### config.mk
export PLATFORM = sky130hd
export DESIGN_NAME = ysyx_22050039_ctrl_fsm_flat
export DESIGN_NICKNAME = d
export VERILOG_FILES = /design/src/rtl/ysyx_22050039_ctrl_fsm_if.sv /design/src/rtl/ysyx_22050039_ctrl_fsm.sv /design/src/flat_wrapper.sv
export SDC_FILE = /design/constraint.sdc
export NUM_CORES = 1
export LEC_CHECK = 0
export CAP_MARGIN = 20
export CORE_UTILIZATION = 36
export DETAILED_ROUTE_END_ITERATION = 16
export GPL_TIMING_DRIVEN = 0
export PLACE_DENSITY = 0.83
export SLEW_MARGIN = 5
export SYNTH_ARGS = -nofsm -noshare
export SYNTH_HDL_FRONTEND = slang
export SYNTH_SLANG_ARGS = --single-unit
### constraint.sdc
create_clock -name clk -period 3.1 [get_ports clk]
set_input_delay 0.465 -clock clk [delete_from_list [all_inputs] [get_ports clk]]
set_output_delay 0.465 -clock clk [all_outputs]
set_load 0.05 [all_outputs]
### src/rtl/ysyx_22050039_ctrl_fsm_if.sv
// Handshake bundle between the sequencing controller and the fetch unit,
// decoder, load/store unit and writeback/PC logic.
// master: the controller.  slave: the surrounding datapath.
interface ysyx_22050039_ctrl_fsm_if #(
  parameter int INST_LEN = 32
);
  logic                ifu_req;
  logic                ifu_valid;
  logic [INST_LEN-1:0] inst_in;
  logic [INST_LEN-1:0] inst;
  logic                dec_load;
  logic                dec_store;
  logic                dec_jump;
  logic                dec_wreg;
  logic                dec_ebreak;
  logic                dec_invalid;
  logic                lsu_req;
  logic                lsu_wr;
  logic                lsu_done;
  logic                reg_wen;
  logic                pc_wen;
  logic                pc_sel_jump;

  modport master (
    output ifu_req, inst, lsu_req, lsu_wr, reg_wen, pc_wen, pc_sel_jump,
    input  ifu_valid, inst_in, dec_load, dec_store, dec_jump, dec_wreg,
           dec_ebreak, dec_invalid, lsu_done
  );

  modport slave (
    input  ifu_req, inst, lsu_req, lsu_wr, reg_wen, pc_wen, pc_sel_jump,
    output ifu_valid, inst_in, dec_load, dec_store, dec_jump, dec_wreg,
           dec_ebreak, dec_invalid, lsu_done
  );
endinterface

### src/rtl/ysyx_22050039_ctrl_fsm.sv
// Multi-cycle sequencing controller: IDLE -> FETCH -> DECODE -> EXEC
// (-> MEM) -> WB -> FETCH, with a terminal HALT on ebreak or an invalid
// instruction. All outputs decode the registered state or registered
// latches, so there is no combinational input-to-output path.
// Optional build macro: YSYX_22050039_PERF_CNT_EN enables the cycle and
// retired-instruction counters; without it both counters read 0.
module ysyx_22050039_ctrl_fsm #(
  parameter int XLEN     = 64,
  parameter int INST_LEN = 32
) (
  input  logic                 clk,
  input  logic                 rst,
  ysyx_22050039_ctrl_fsm_if.master bus,
  output logic                 halt,
  output logic                 trap_invalid,
  output logic [2:0]           state,
  output logic [XLEN-1:0]      cycle_cnt,
  output logic [XLEN-1:0]      instret_cnt
);

  typedef enum logic [2:0] {
    S_IDLE   = 3'd0,
    S_FETCH  = 3'd1,
    S_DECODE = 3'd2,
    S_EXEC   = 3'd3,
    S_MEM    = 3'd4,
    S_WB     = 3'd5,
    S_HALT   = 3'd6
  } state_t;

  state_t              state_q;
  state_t              state_d;
  logic [INST_LEN-1:0] inst_q;
  logic                load_q;
  logic                store_q;
  logic                jump_q;
  logic                wreg_q;
  logic                trap_q;

  logic                ifu_req_c;
  logic                lsu_req_c;
  logic                lsu_wr_c;
  logic                reg_wen_c;
  logic                pc_wen_c;
  logic                halt_c;

  // A load and a store flagged together is a decoder contradiction; it is
  // treated exactly like an invalid opcode.
  logic                dec_bad;
  assign dec_bad = bus.dec_invalid || (bus.dec_load && bus.dec_store);

  // State register; reset drops any in-flight request immediately.
  always_ff @(posedge clk or posedge rst) begin
    if (rst) begin
      state_q <= S_IDLE;
    end else begin
      state_q <= state_d;
    end
  end

  // Next-state selection and per-state output strobes.
  always_comb begin
    state_d   = state_q;
    ifu_req_c = 1'b0;
    lsu_req_c = 1'b0;
    lsu_wr_c  = 1'b0;
    reg_wen_c = 1'b0;
    pc_wen_c  = 1'b0;
    halt_c    = 1'b0;
    case (state_q)
      S_IDLE: begin
        state_d = S_FETCH;
      end
      S_FETCH: begin
        ifu_req_c = 1'b1;
        if (bus.ifu_valid) begin
          state_d = S_DECODE;
        end
      end
      S_DECODE: begin
        if (dec_bad || bus.dec_ebreak) begin
          state_d = S_HALT;
        end else begin
          state_d = S_EXEC;
        end
      end
      S_EXEC: begin
        state_d = (load_q || store_q) ? S_MEM : S_WB;
      end
      S_MEM: begin
        lsu_req_c = 1'b1;
        lsu_wr_c  = store_q;
        if (bus.lsu_done) begin
          state_d = S_WB;
        end
      end
      S_WB: begin
        pc_wen_c  = 1'b1;
        reg_wen_c = wreg_q;
        state_d   = S_FETCH;
      end
      S_HALT: begin
        halt_c  = 1'b1;
        state_d = S_HALT;
      end
      default: begin
        state_d = S_IDLE;
      end
    endcase
  end

  // Instruction and decoder-flag latches; trap cause is sticky until reset.
  always_ff @(posedge clk or posedge rst) begin
    if (rst) begin
      inst_q  <= '0;
      load_q  <= 1'b0;
      store_q <= 1'b0;
      jump_q  <= 1'b0;
      wreg_q  <= 1'b0;
      trap_q  <= 1'b0;
    end else begin
      if (state_q == S_FETCH && bus.ifu_valid) begin
        inst_q <= bus.inst_in;
      end
      if (state_q == S_DECODE) begin
        load_q  <= bus.dec_load;
        store_q <= bus.dec_store;
        jump_q  <= bus.dec_jump;
        wreg_q  <= bus.dec_wreg;
        if (dec_bad) begin
          trap_q <= 1'b1;
        end
      end
    end
  end

`ifdef YSYX_22050039_PERF_CNT_EN
  logic [XLEN-1:0] cycle_q;
  logic [XLEN-1:0] instret_q;

  // Performance counters: busy cycles and retired instructions, frozen in
  // IDLE and HALT, wrapping naturally at 2^XLEN.
  always_ff @(posedge clk or posedge rst) begin
    if (rst) begin
      cycle_q   <= '0;
      instret_q <= '0;
    end else begin
      if (state_q != S_IDLE && state_q != S_HALT) begin
        cycle_q <= cycle_q + 1'b1;
      end
      if (state_q == S_WB) begin
        instret_q <= instret_q + 1'b1;
      end
    end
  end

  assign cycle_cnt   = cycle_q;
  assign instret_cnt = instret_q;
`else
  assign cycle_cnt   = '0;
  assign instret_cnt = '0;
`endif

  assign bus.ifu_req     = ifu_req_c;
  assign bus.lsu_req     = lsu_req_c;
  assign bus.lsu_wr      = lsu_wr_c;
  assign bus.reg_wen     = reg_wen_c;
  assign bus.pc_wen      = pc_wen_c;
  assign bus.pc_sel_jump = jump_q;
  assign bus.inst        = inst_q;
  assign halt            = halt_c;
  assign trap_invalid    = trap_q;
  assign state           = state_q;

endmodule

### src/flat_wrapper.sv
// flat-port wrapper written by rule: the top's interface ports become plain ports
module ysyx_22050039_ctrl_fsm_flat 
#(
  parameter int XLEN     = 64,
  parameter int INST_LEN = 32
)
  (clk, rst, halt, trap_invalid, state, cycle_cnt, instret_cnt, bus_ifu_req, bus_inst, bus_lsu_req, bus_lsu_wr, bus_reg_wen, bus_pc_wen, bus_pc_sel_jump, bus_ifu_valid, bus_inst_in, bus_dec_load, bus_dec_store, bus_dec_jump, bus_dec_wreg, bus_dec_ebreak, bus_dec_invalid, bus_lsu_done);
  ysyx_22050039_ctrl_fsm_if #(.INST_LEN(INST_LEN)) bus_i ();
  input  logic clk;
  input  logic rst;
  output logic halt;
  output logic trap_invalid;
  output logic [2:0] state;
  output logic [XLEN-1:0] cycle_cnt;
  output logic [XLEN-1:0] instret_cnt;
  output wire logic [$bits(bus_i.ifu_req)-1:0] bus_ifu_req;
  output wire logic [$bits(bus_i.inst)-1:0] bus_inst;
  output wire logic [$bits(bus_i.lsu_req)-1:0] bus_lsu_req;
  output wire logic [$bits(bus_i.lsu_wr)-1:0] bus_lsu_wr;
  output wire logic [$bits(bus_i.reg_wen)-1:0] bus_reg_wen;
  output wire logic [$bits(bus_i.pc_wen)-1:0] bus_pc_wen;
  output wire logic [$bits(bus_i.pc_sel_jump)-1:0] bus_pc_sel_jump;
  input wire logic [$bits(bus_i.ifu_valid)-1:0] bus_ifu_valid;
  input wire logic [$bits(bus_i.inst_in)-1:0] bus_inst_in;
  input wire logic [$bits(bus_i.dec_load)-1:0] bus_dec_load;
  input wire logic [$bits(bus_i.dec_store)-1:0] bus_dec_store;
  input wire logic [$bits(bus_i.dec_jump)-1:0] bus_dec_jump;
  input wire logic [$bits(bus_i.dec_wreg)-1:0] bus_dec_wreg;
  input wire logic [$bits(bus_i.dec_ebreak)-1:0] bus_dec_ebreak;
  input wire logic [$bits(bus_i.dec_invalid)-1:0] bus_dec_invalid;
  input wire logic [$bits(bus_i.lsu_done)-1:0] bus_lsu_done;
  assign bus_ifu_req = bus_i.ifu_req;
  assign bus_inst = bus_i.inst;
  assign bus_lsu_req = bus_i.lsu_req;
  assign bus_lsu_wr = bus_i.lsu_wr;
  assign bus_reg_wen = bus_i.reg_wen;
  assign bus_pc_wen = bus_i.pc_wen;
  assign bus_pc_sel_jump = bus_i.pc_sel_jump;
  assign bus_i.ifu_valid = bus_ifu_valid;
  assign bus_i.inst_in = bus_inst_in;
  assign bus_i.dec_load = bus_dec_load;
  assign bus_i.dec_store = bus_dec_store;
  assign bus_i.dec_jump = bus_dec_jump;
  assign bus_i.dec_wreg = bus_dec_wreg;
  assign bus_i.dec_ebreak = bus_dec_ebreak;
  assign bus_i.dec_invalid = bus_dec_invalid;
  assign bus_i.lsu_done = bus_lsu_done;
  ysyx_22050039_ctrl_fsm #(.XLEN(XLEN), .INST_LEN(INST_LEN)) u_core (.clk(clk), .rst(rst), .bus(bus_i), .halt(halt), .trap_invalid(trap_invalid), .state(state), .cycle_cnt(cycle_cnt), .instret_cnt(instret_cnt));
endmodule
==> flow_metrics.py <==
metrics = {
    "status": {
        "status": "complete, no violations",
    },
    "floorplan": {
        "num_rows": 31,
        "core_area_um2": 7250,
        "start_util_pct": 37.3,
        "die_h_um": 88.7,
        "die-area_um2": 7860,
        "io-pin-count": 213,
        "fp.dieW_um": 88.7,
    },
    "power": {
        "leakagePower_nw": 2.30,
        "vdd_ir_drop_max_mv": 0.476,
        "p_per_area_nw_per_um2": 950,
    },
    "finish": {
        "syn_to_final_growth_pct": 56.7,
        "antenna_cells": 0,
        "fill_cells": 590,
        "final_cell_mix": "128 x buf_4, 128 x conb_1, 84 x clkdlybuf4s50_1",
        "finish.utilization_pct": 58.4,
        "fin_cells": 550,
        "drive_gt1_share_pct": 39.9,
        "nets": 492,
        "final_cell_area_um2": 4240,
    },
    "global_route": {
        "grt_usage_pct": 12.4,
        "grt_overflow": 0,
        "antenna_found_initial": 0,
        "grt_pass1_wl_mm": 7.54,
        "grt_max_degree": 41,
        "grt_pass1_vias": 1625,
    },
    "setup_path": {
        "cp_max_fo": 9,
        "cp-start-kind": "flip-flop",
        "endpoint_kind": "output pin",
        "required_ns": 2.63,
        "crit_type": "reg -> out",
        "crit_path_start": "u_core.state[0]",
        "r2r_start": "u_core.state[0]",
        "cp_data_arrival_time_ns": 2.07,
    },
    "drt": {
        "drtPass1Iterations": 4,
        "wirelength_mm": 5.12,
        "drcViolationCount": 0,
        "first_iter_violations": 3,
        "antenna_left": 0,
        "viasPerCell": 3.37,
        "wire_per_inst_um": 9.31,
        "via_count": 1853,
    },
    "sta": {
        "slew_viol_final": 0,
        "finalSetupViolations": 0,
        "layout_min_cycle_time_ns": 2.53,
        "tightest_slew_ns": 0.829,
        "tns_ns": 0,
        "relSlewSlack_pct": 44.7,
        "rsz0062_at_grt": "false",
        "hold_viol_final": 0,
        "fmax_mhz": 395,
        "skew_ns": 0.00595,
        "period_share_pct": 81.8,
    },
    "synth": {
        "synth-simple-area-share_pct": 3.66,
        "yosys_most_used_dff": "dfrtp_1",
        "synth_edf_count": 0,
        "synth_fa_ha_area_share_pct": 0,
        "ys_warn_count": 0,
        "async_flop_share_pct": 100,
        "syn-cell-area_um2": 2700,
        "ys_seq_area_share_pct": 37.0,
        "synth_cells": 232,
        "postSynthAreaPerCell_um2": 11.7,
        "synth_top_family_by_area": "buffers and inverters",
        "synthXorXnorAreaFrac_pct": 0,
        "yosysUniqueCellTypes": 23,
        "synth-compound-area-share_pct": 1.99,
        "synth_mux_area_share_pct": 19.2,
        "ys_ff_latch": 40,
    },
    "clocking": {
        "clk_latency_ns": 0.29,
        "post_cts.repair.setup_buffers": 0,
        "cts_tree": "built",
        "clockRootBuffer": "clkbuf_8",
        "htreeDepth": 2,
        "ctsResizeCount": 0,
        "cts-buffers-inserted": 5,
        "cts_hold_repair.buffers": 0,
        "cts_buffer_depth": 2,
        "clk_pin_slew_ns": 0.07,
        "cts_num_sinks": 40,
    },
    "placed_design": {
        "routabilityCongestion": 0.723,
        "io_buffers": 84,
        "place_inst": 542,
        "placed_cell_area_um2": 4150,
        "post-dp-hpwl_mm": 4.18,
    },
    "worst_hold_path": {
        "hp-start": "u_core.trap_invalid",
        "hp-class": "reg -> reg",
    },
    "run": {
        "cap_viol_max_count": 0,
    },
}
[cell usage after synthesis, types with 2 or more instances]
cell | instances | share of area, %
a21o_1 | 2 | 0.56
dfrtp_1 | 40 | 37
buf_12 | 3 | 2.2
nor2_1 | 4 | 0.56
inv_1 | 2 | 0.28
and2_1 | 2 | 0.46
mux2_4 | 30 | 17
o22ai_1 | 2 | 0.46
mux2_2 | 6 | 2.5
buf_4 | 128 | 36
[power breakdown]
part	internal, W	leakage [nW]	total, W	switching (W)
clock network	0.000178	0.0510	0.000355	0.000177
registers	0.000788	0.472	0.000957	0.000170
logic	0.00106	1.77	0.00272	0.00165
[logic make-up (layout without fill, tap and decap cells)]
logic type	after synthesis	after routing
DFF	40	40
other	1	128
muxes	36	36
buffers and inverters	133	225
and+or+nand+nor	14	14
AOI/OAI and AO/OA	8	8
[worst max-delay path, cell delays in order (launching register included)]
cell and delay, ns:
dfrtp_1 0.54, nand2b_4 0.13, nor2_1 0.17, and2_1 0.15
clkdlybuf4s50_1 0.80
[final timing paths]
check	to	slack, ns	depth (start not counted)
max in group asynchronous	u_core.bus.inst[23]	1.92	2
max reg2reg	u_core.store_q	1.63	3
min in group asynchronous	u_core.bus.inst[16]	0.66	2
min reg2reg	u_core.trap_invalid	0.48	1
max	bus_reg_wen	0.57	4
min	u_core.trap_invalid	0.48	1
[cell type report]
class | count | area, µm² | share of cell area (%)
buffer | 131 | 1020 | 24.1
clock buffer | 6 | 82.6 | 1.95
clock inverter | 2 | 10.0 | 0.236
inverter | 2 | 7.51 | 0.177
multi-input combinational | 186 | 1150 | 27.2
sequential | 40 | 1000 | 23.6
tap | 99 | 124 | 2.92
timing repair buffer | 84 | 841 | 19.8
[through the flow]
step / worst slack, ns / total power (W) / hold WS, ns
after detailed placement: 0.880 / 0.00369 / 0.454
after CTS: 0.533 / 0.00407 / 0.483
final: 0.566 / 0.00403 / 0.477
after floorplan: 0.0917 / 0.00299 / 0.472
after global placement: 0.838 / 0.00366 / 0.446
after global routing: 0.444 / 0.00422 / 0.497
[metal layers]
layer	share of wire (%)	GRT usage, %	vias up
li1	-	-	929
met1	36	13.5	805
met2	52	23.4	115
met3	11	3.82	4
met4	0.47	3.08	0
met5	0	0	-
[flip-flops by register name, summed over array words and instances, names as in the netlist]
register                flops
u_core.bus.inst            32
u_core.bus.pc_sel_jump      1
u_core.load_q               1
u_core.state                3
u_core.store_q              1
u_core.trap_invalid         1
u_core.wreg_q               1
Power figures use the tool's default switching activity.
